[src/rtl/decade_counter.sv]
// Decimal 0-9 up/down counter with prescaler, synchronous load and step input.
// Define DECADE_COUNTER_STEP_SYNC_EN to treat step as an async button (sync + edge detect).
module decade_counter #(
    parameter int unsigned DIV = 50_000_000,
    parameter int unsigned PW  = (DIV > 1) ? $clog2(DIV) : 1
) (
    input  logic       clk,
    input  logic       rst_n,
    input  logic       en,
    input  logic       up,
    input  logic       load,
    input  logic [3:0] load_val,
    input  logic       step,
    output logic [3:0] Count_out,
    output logic       tick,
    output logic       carry
);

    localparam logic [PW-1:0] PCNT_MAX = PW'(DIV - 1);

    logic [PW-1:0] pcnt;
    logic          expire;
    logic          step_adv;
    logic          advance;
    logic [3:0]    next_digit;
    logic          wrap;

`ifdef DECADE_COUNTER_STEP_SYNC_EN
    logic step_meta, step_sync, step_prev;

    always_ff @(posedge clk or negedge rst_n) begin
        if (!rst_n) begin
            step_meta <= 1'b0;
            step_sync <= 1'b0;
            step_prev <= 1'b0;
        end else begin
            step_meta <= step;
            step_sync <= step_meta;
            step_prev <= step_sync;
        end
    end

    assign step_adv = step_sync & ~step_prev;
`else
    assign step_adv = step;
`endif

    assign expire  = en && (pcnt == PCNT_MAX);
    assign advance = expire || step_adv;

    always_comb begin
        next_digit = Count_out;
        wrap       = 1'b0;
        if (up) begin
            if (Count_out >= 4'd9) begin
                next_digit = 4'd0;
                wrap       = 1'b1;
            end else begin
                next_digit = Count_out + 4'd1;
            end
        end else begin
            if (Count_out == 4'd0) begin
                next_digit = 4'd9;
                wrap       = 1'b1;
            end else begin
                next_digit = Count_out - 4'd1;
            end
        end
    end

    always_ff @(posedge clk or negedge rst_n) begin
        if (!rst_n) begin
            pcnt      <= '0;
            Count_out <= 4'd0;
            tick      <= 1'b0;
            carry     <= 1'b0;
        end else if (load) begin
            // Load discards any coincident advance and restarts the prescaler phase.
            pcnt      <= '0;
            Count_out <= (load_val <= 4'd9) ? load_val : 4'd0;
            tick      <= 1'b0;
            carry     <= 1'b0;
        end else begin
            if (en) begin
                pcnt <= expire ? '0 : pcnt + 1'b1;
            end
            tick  <= expire;
            carry <= advance && wrap;
            if (advance) begin
                Count_out <= next_digit;
            end
        end
    end

endmodule

[config.mk]
export PLATFORM = sky130hd
export DESIGN_NAME = decade_counter
export DESIGN_NICKNAME = d
export VERILOG_FILES = /design/src/rtl/decade_counter.sv
export SDC_FILE = /design/constraint.sdc
export NUM_CORES = 1
export LEC_CHECK = 0
export ABC_AREA = 1
export CORE_UTILIZATION = 55
export CTS_BUF_LIST = sky130_fd_sc_hd__clkbuf_8 sky130_fd_sc_hd__clkbuf_16
export CTS_CLUSTER_DIAMETER = 60
export DETAILED_ROUTE_END_ITERATION = 10
export PLACE_DENSITY = 0.79
export SLEW_MARGIN = 20
export SYNTH_ARGS = -nofsm -noshare
export SYNTH_HDL_FRONTEND = slang
export SYNTH_SLANG_ARGS = --single-unit
[constraint.sdc]
create_clock -name clk -period 2.6 [get_ports clk]
set_clock_uncertainty 0.15 [all_clocks]
set_input_delay 0.52 -clock clk [delete_from_list [all_inputs] [get_ports clk]]
set_output_delay 0.52 -clock clk [all_outputs]
set_load 0.005 [all_outputs]
==> metrics.md, run 1 <==
| Metric | Value |
|---|---|
| Top cells by area, synth | dfrtp_1 36%, nand2_1 14%, nor2_1 7.3% |
| FF+latch area | 801 um^2 |
| Asr flop ratio synth | 100% |
| Mapped Cells | 320 |
| Number of distinct library cells after synthesis | 31 |
| Hold Vio Cnt, Final | 0 |
| Multi-input logic area | 1230 um^2 |
| Die area | 4350 um^2 |
| # clock sinks | 32 |
| Syn Nets | 335 |
| Final Setup Violations | 0 |
| EDFF count, synth | 0 |
| Hold Path Class | flop to flop |
| Starting DRT DRC Count | 214 |
| Part of the cycle the worst path needs | 78.0% |
| Post-CTS Setup Bufs | 0 |
| Area Growth Syn to Fin | 14.0% |
| DPL Wire Length | 3810 um |
| Mapped Area | 2250 um^2 |
| Pins Over Slew Limit | 0 |
| F_max | 0.493 GHz |
| Fin cells | 389 |
| Die Ht | 65.9 um |
| Core area | 3800 um^2 |
| Avg WL per Cell | 13.2 um |
| MaxCap Viol Count | 0 |
| Seq/Total Area, Yosys | 35.6% |
| Worst-Margin Slew | 0.406 ns |
| CTS tree | built |
| Port Buffers | 15 |
| Global-route wire length before repair | 8580 um |
| Placed cell count | 381 |
| Most common cell after layout, fill and taps aside | nand2_1 |
| Row cnt | 22 |
| Fillers | 317 |
| Max_slew headroom | 72.9% |
| Clk_lat worst skew | 0.28 ns |
| Most area-hungry cell type in the Yosys netlist | dfrtp_1 |
| Unrepaired setup endpoints after global routing | no |
| Mapped Avg Cell Area | 7.03 um^2 |
| CTS root buf | clkbuf_8 |
| DRC errors left | 0 |
| Initial Util | 59.2% |
| Final global-route overflow total | 0 |
| Pin count of the biggest net entering global routing | 33 |
| Vias per std cell | 5.25 |
| GP Congestion | 0.866 |
| Predominant post-synthesis flop cell | dfrtp_1 |
| Final wirelength | 5140 um |
| Leakage | 0.00118 uW |
| Number of global-route vias before repair | 1,852 |
| CP startpoint kind | input port |
| Status | finished, final reports clean |
| WS Path Type | input port to flop |
| Syn. warnings | 0 |
| Antenna Cells | 0 |
| ANT nets after route | 0 |
| Buffer depth of the longest clock path | 2 |
| Power density cells | 535 nW/um^2 |
| DIE WIDTH | 65.9 um |
| Initial antenna violation count | 0 |
| Post-layout worst setup margin | 0.572 ns |
| Clock H-tree levels | 2 |
| Max IR drop VDD | 0.000436 V |
| Nets | 355 |
| Share of cells above drive strength 1 | 13.8% |
| DRT Pass-1 Iters | 5 |
| Critical path required time | 2.66 ns |
| Routed via count | 2,041 |
| Hold-fix buffers, CTS | 0 |
| Setup_tns | 0 ns |
| Setup WS pre-CTS | 0.313 ns |
| Min Tclk post-route | 2.03 ns |
| Commonest non-fill, non-tap cells in the layout | 84 x nand2_1, 44 x nor2_1, 37 x inv_1 |
| Crit Path Max Fanout | 15 |
| Top-area cell type share of the netlist area | 35.6% |
| Seq cells post-synth | 32 |
| CP endpoint kind | flop |
| Worst-path clk slew | 0.07 ns |
| Io pins | 16 |
| Inserted Clock Buffers | 5 |
| PostCTS Resize Cnt | 0 |
| Gr usage total | 26.0% |
| CP arrival | 2.09 ns |
-- cells in the mapped netlist (3+ instances only) --
cell type / number
a21oi_1: 9
buf_6: 3
dfrtp_1: 32
ha_1: 5
inv_1: 37
inv_2: 5
nand2_1: 84
nand2_2: 10
nand3_1: 29
nand4_1: 8
nor2_1: 44
nor2_2: 6
nor2_4: 9
nor3_1: 6
o21ai_0: 7
xor2_1: 6
-- routing by layer --
metal  share of wire [%]  track usage (%)  vias up
li1                    -                -     1047
met1                  48             37.5      929
met2                  46             40.4       63
met3                 5.6             5.34        2
met4                0.33             5.05        0
met5                   0                0        -
-- sequential cells by signal, indices dropped and copies added, names as in the netlist --
name / cells
pcnt: 26
Count_out: 4
tick: 1
carry: 1
-- stage by stage --
step                      utilization, %  total power, uW  instance area (um^2)  hold WS (ns)
final                               67.5             1370                  2560         0.388
after global routing                67.5             1440                  2560         0.418
after CTS                           67.5             1380                  2560         0.387
after detailed placement            64.2              855                  2440         0.370
after global placement              64.2              841                  2440         0.364
after floorplan                        -              751                  2250        0.0744
-- cells by family after synthesis --
logic type | count (synthesis) | share of synthesized area (%)
xor gates and xnor gates | 6 | 2.34
buffers and inverters | 50 | 9.63
AOI/OAI and AO/OA | 21 | 4.95
and+or+nand+nor | 206 | 44.7
DFF | 32 | 35.6
adders and majority gates | 5 | 2.78
-- cell type report --
class / instances / area share, %
inverter: 44 / 6.44
sequential: 32 / 31.2
multi-input combinational: 238 / 48.0
clock inverter: 1 / 1.17
timing repair buffer: 19 / 7.03
clock buffer: 7 / 3.76
tap: 48 / 2.34
-- power breakdown --
part | switching [uW] | internal, uW | total, uW
sequential | 42.2 | 529 | 571
combinational | 157 | 118 | 275
clock | 187 | 338 | 525
total | 386 | 986 | 1370
-- path summary, 6_finish.rpt --
| path | start | end | slack (ns) | cells past startpoint |
|---|---|---|---|---|
| worst max-delay path | en | pcnt[7] | 0.57 | 10 |
| worst min-delay path | pcnt[1] | pcnt[1] | 0.39 | 2 |
| worst max register to register | Count_out[0] | Count_out[0] | 0.77 | 10 |
| worst min register to register | pcnt[1] | pcnt[1] | 0.39 | 2 |
| max in group asynchronous | rst_n | pcnt[1] | 1.52 | 2 |
| min in group asynchronous | rst_n | pcnt[12] | 0.48 | 2 |
-- worst max-delay path, cell delays in order --
cell and delay (ns):
clkdlybuf4s50_1 0.55, nand2_1 0.13, clkinv_1 0.07, nand2_2 0.08, nor2_4 0.04, nand2_2 0.08
nor2_4 0.04, nor2_4 0.31, o21ai_0 0.15, nor2_1 0.11
Note: power is estimated with default switching activity, not from simulation.
==> run 2, diff against run 1 <==
==> constraint.sdc (replaced) <==
create_clock -name clk -period 2 [get_ports clk]
set_clock_uncertainty 0.15 [all_clocks]
set_input_delay 0.4 -clock clk [delete_from_list [all_inputs] [get_ports clk]]
set_output_delay 0.4 -clock clk [all_outputs]
set_load 0.005 [all_outputs]
==> metrics.md, run 2 (synthesized netlist as in run 1, its figures left out) <==
| Metric | Value |
|---|---|
| Gr usage total | 28.1% (was 26.0%) |
| DRT Pass-1 Iters | 5 (unchanged) |
| Top flop regs | pcnt x26, Count_out x4 (unchanged) |
| Avg WL per Cell | 13.3 um (was 13.2 um) |
| Buffer depth of the longest clock path | 2 (unchanged) |
| Crit-path cells | clkdlybuf4s50_1 (was clkdlybuf4s50_1 -> nand2_1 -> clkinv_1 -> nand2_2 -> nor2_4 -> nand2_2 -> nor2_4 -> nor2_4 -> o21ai_0 -> nor2_1) |
| Io pins | 16 (unchanged) |
| CP arrival | 1.31 ns (was 2.09 ns) |
| DRC errors left | 0 (unchanged) |
| Number of flip-flops under the largest register name | 26 (unchanged) |
| MaxCap Viol Count | 0 (unchanged) |
| Final Setup Violations | 0 (unchanged) |
| Pin count of the biggest net entering global routing | 33 (unchanged) |
| Critical path required time | 1.45 ns (was 2.66 ns) |
| Status | finished, final reports clean (unchanged) |
| Pins Over Slew Limit | 0 (unchanged) |
| Core area | 3800 um^2 (unchanged) |
| Initial Util | 59.2% (unchanged) |
| DIE WIDTH | 65.9 um (unchanged) |
| Worst-path clk slew | 0.08 ns (was 0.07 ns) |
| Part of the cycle the worst path needs | 93.1% |
| Buf+Inv Stages, Crit Path | 1 (was 2) |
| F_max | 0.537 GHz |
| GP Congestion | 0.907 (was 0.866) |
| Initial antenna violation count | 0 (unchanged) |
| Unrepaired setup endpoints after global routing | no (unchanged) |
| Fillers | 321 (was 317) |
| Most common cell after layout, fill and taps aside | nand2_1 (unchanged) |
| Final global-route overflow total | 0 (unchanged) |
| Setup_tns | 0 ns (unchanged) |
| Sw Ratio | 29.5% (was 28.1%) |
| CTS root buf | clkbuf_8 (unchanged) |
| Crit path largest cell delay | 0.55 ns (about the same) |
| Inserted Clock Buffers | 5 (unchanged) |
| Crit Path Max Fanout | 7 (was 15) |
| Global-route wire length before repair | 9080 um (was 8580 um) |
| Comb pwr share | 22.9% (was 20.1%) |
| Routed via count | 2,145 (was 2,041) |
| Nets | 367 (was 355) |
| Clk pwr share | 35.3% (was 38.3%) |
| Min Tclk post-route | 1.86 ns |
| WS Path Type | flop to output port (was input port to flop) |
| PostCTS Resize Cnt | 0 (unchanged) |
| Starting DRT DRC Count | 189 (was 214) |
| CP startpoint kind | flop (was input port) |
| Most flops, register | pcnt (unchanged) |
| Hold Path Class | input port to asynchronous set/reset pin (was flop to flop) |
| Max_slew headroom | 72.8% (was 72.9%) |
| Power, Total | 1760 uW (was 1370 uW) |
| Worst-Margin Slew | 0.408 ns (was 0.406 ns) |
| Vias per std cell | 5.35 (was 5.25) |
| R2R depth | 8 (was 10) |
| Die Ht | 65.9 um (unchanged) |
| CP endpoint kind | output port (was flop) |
| Hold-fix buffers, CTS | 0 (unchanged) |
| DPL Wire Length | 3940 um (was 3810 um) |
| Max IR drop VDD | 0.000621 V (was 0.000436 V) |
| Number of global-route vias before repair | 2,018 (was 1,852) |
| Antenna Cells | 0 (unchanged) |
| Share of cells above drive strength 1 | 16.7% (was 13.8%) |
| Power density cells | 663 nW/um^2 (was 535 nW/um^2) |
| Die area | 4350 um^2 (unchanged) |
| Area Growth Syn to Fin | 17.9% (was 14.0%) |
| Row cnt | 22 (unchanged) |
| Clock H-tree levels | 2 (unchanged) |
| Sequential Power Share | 41.7% (was 41.6%) |
| Worst reg2reg endpoint | pcnt[25] (was Count_out[0]) |
| Crit-path slowest cell | clkdlybuf4s50_1 (unchanged) |
| Port Buffers | 15 (unchanged) |
| Leakage | 0.00123 uW (was 0.00118 uW) |
| ANT nets after route | 0 (unchanged) |
| Post-CTS Setup Bufs | 0 (unchanged) |
| Clk_lat worst skew | 0.29 ns (was 0.28 ns) |
| R2r startpoint | pcnt[1] (was Count_out[0]) |
| Int Pwr | 1240 uW (was 986 uW) |
| Net Sw Power | 519 uW (was 386 uW) |
| CTS tree | built (unchanged) |
| R2R setup slack | 0.15 ns (was 0.77 ns) |
| # clock sinks | 32 (unchanged) |
| Final wirelength | 5320 um (was 5140 um) |
| Hold Vio Cnt, Final | 0 (unchanged) |
| Commonest non-fill, non-tap cells in the layout | 84 x nand2_1, 44 x nor2_1, 37 x inv_1 (unchanged) |
| Top delay family on crit path | buffers and inverters (was simple AND/OR/NAND/NOR gates) |
[run 2: cell count changes in the layout (fill, tap and decap cells not counted)]
cell | before | now
buf_12 | 0 | 1
buf_4 | 4 | 15
clkbuf_8 | 7 | 5
clkinv_2 | 0 | 1
clkinvlp_4 | 0 | 1
[run 2: cell type report]
class / instances / area, um^2 / area share (%)
flip-flops and latches: 32 / 801 / 30.2
inverters: 44 / 165 / 6.23
clock buffers: 5 / 68.8 / 2.60
repair buffers: 31 / 283 / 10.7
multi-input cells: 238 / 1230 / 46.4
clock inverters: 3 / 42.5 / 1.60
well taps: 48 / 60.1 / 2.27
[run 2: worst max-delay path by stage]
| stage | startpoint | end | depth (start not counted) |
|---|---|---|---|
| 6_report | Count_out[1] | Count_out[1] | 1 |
| 5_1_grt | pcnt[0] | pcnt[25] | 8 |
| 4_1_cts | Count_out[1] | Count_out[1] | 1 |
| 3_5_place_dp | load | pcnt[24] | 8 |
| 3_3_place_gp | load | pcnt[15] | 9 |
| 2_1_floorplan | Count_out[0] | Count_out[0] | 10 |
[run 2: power groups by stage]
| stage | Combinational, uW | Clock, uW | Sequential, uW |
|---|---|---|---|
| 4_1_cts | 405 | 631 | 733 |
| 3_3_place_gp | 390 | 0 | 742 |
| 5_1_grt | 458 | 661 | 738 |
| 3_5_place_dp | 395 | 0 | 744 |
| 6_report | 404 | 621 | 734 |
| 2_1_floorplan | 241 | 0 | 735 |
[run 2: stage by stage]
stage	cells	setup WS [ns]	utilization, %	hold slack (ns)	instance area [um^2]
global route	401	0.0530	69.8	0.401	2650
finish	401	0.139	69.8	0.353	2650
floorplan	320	0.445	-	-0.0456	2250
global placement	393	-0.0161	66.9	0.350	2540
CTS	401	0.126	69.8	0.367	2650
detailed placement	393	-0.0678	66.9	0.377	2540
[run 2: metal layers]
| metal | GRT usage [%] | vias up | wire, um |
|---|---|---|---|
| li1 | - | 1075 | - |
| met1 | 38.6 | 996 | 2600 |
| met2 | 44.4 | 65 | 2390 |
| met3 | 7.07 | 9 | 285 |
| met4 | 6.12 | 0 | 53 |
| met5 | 0 | - | 0 |
[run 2: worst register-to-register path: cells and delay by family, from the launching register on]
| family | cells | cell delay, ns |
|---|---|---|
| and+or+nand+nor | 6 | 0.85 |
| adders and majority gates | 1 | 0.20 |
| DFF | 1 | 0.41 |
| AOI/OAI and AO/OA | 1 | 0.17 |
==> run 3, diff against run 2 <==
--- a/config.mk
+++ b/config.mk
@@ -15,3 +15,4 @@
 export SYNTH_ARGS = -nofsm -noshare
 export SYNTH_HDL_FRONTEND = slang
 export SYNTH_SLANG_ARGS = --single-unit
+export TNS_END_PERCENT = 50
==> results of run 3 <==
Same layout as run 2: the final DEF is identical, and so are final timing and power.
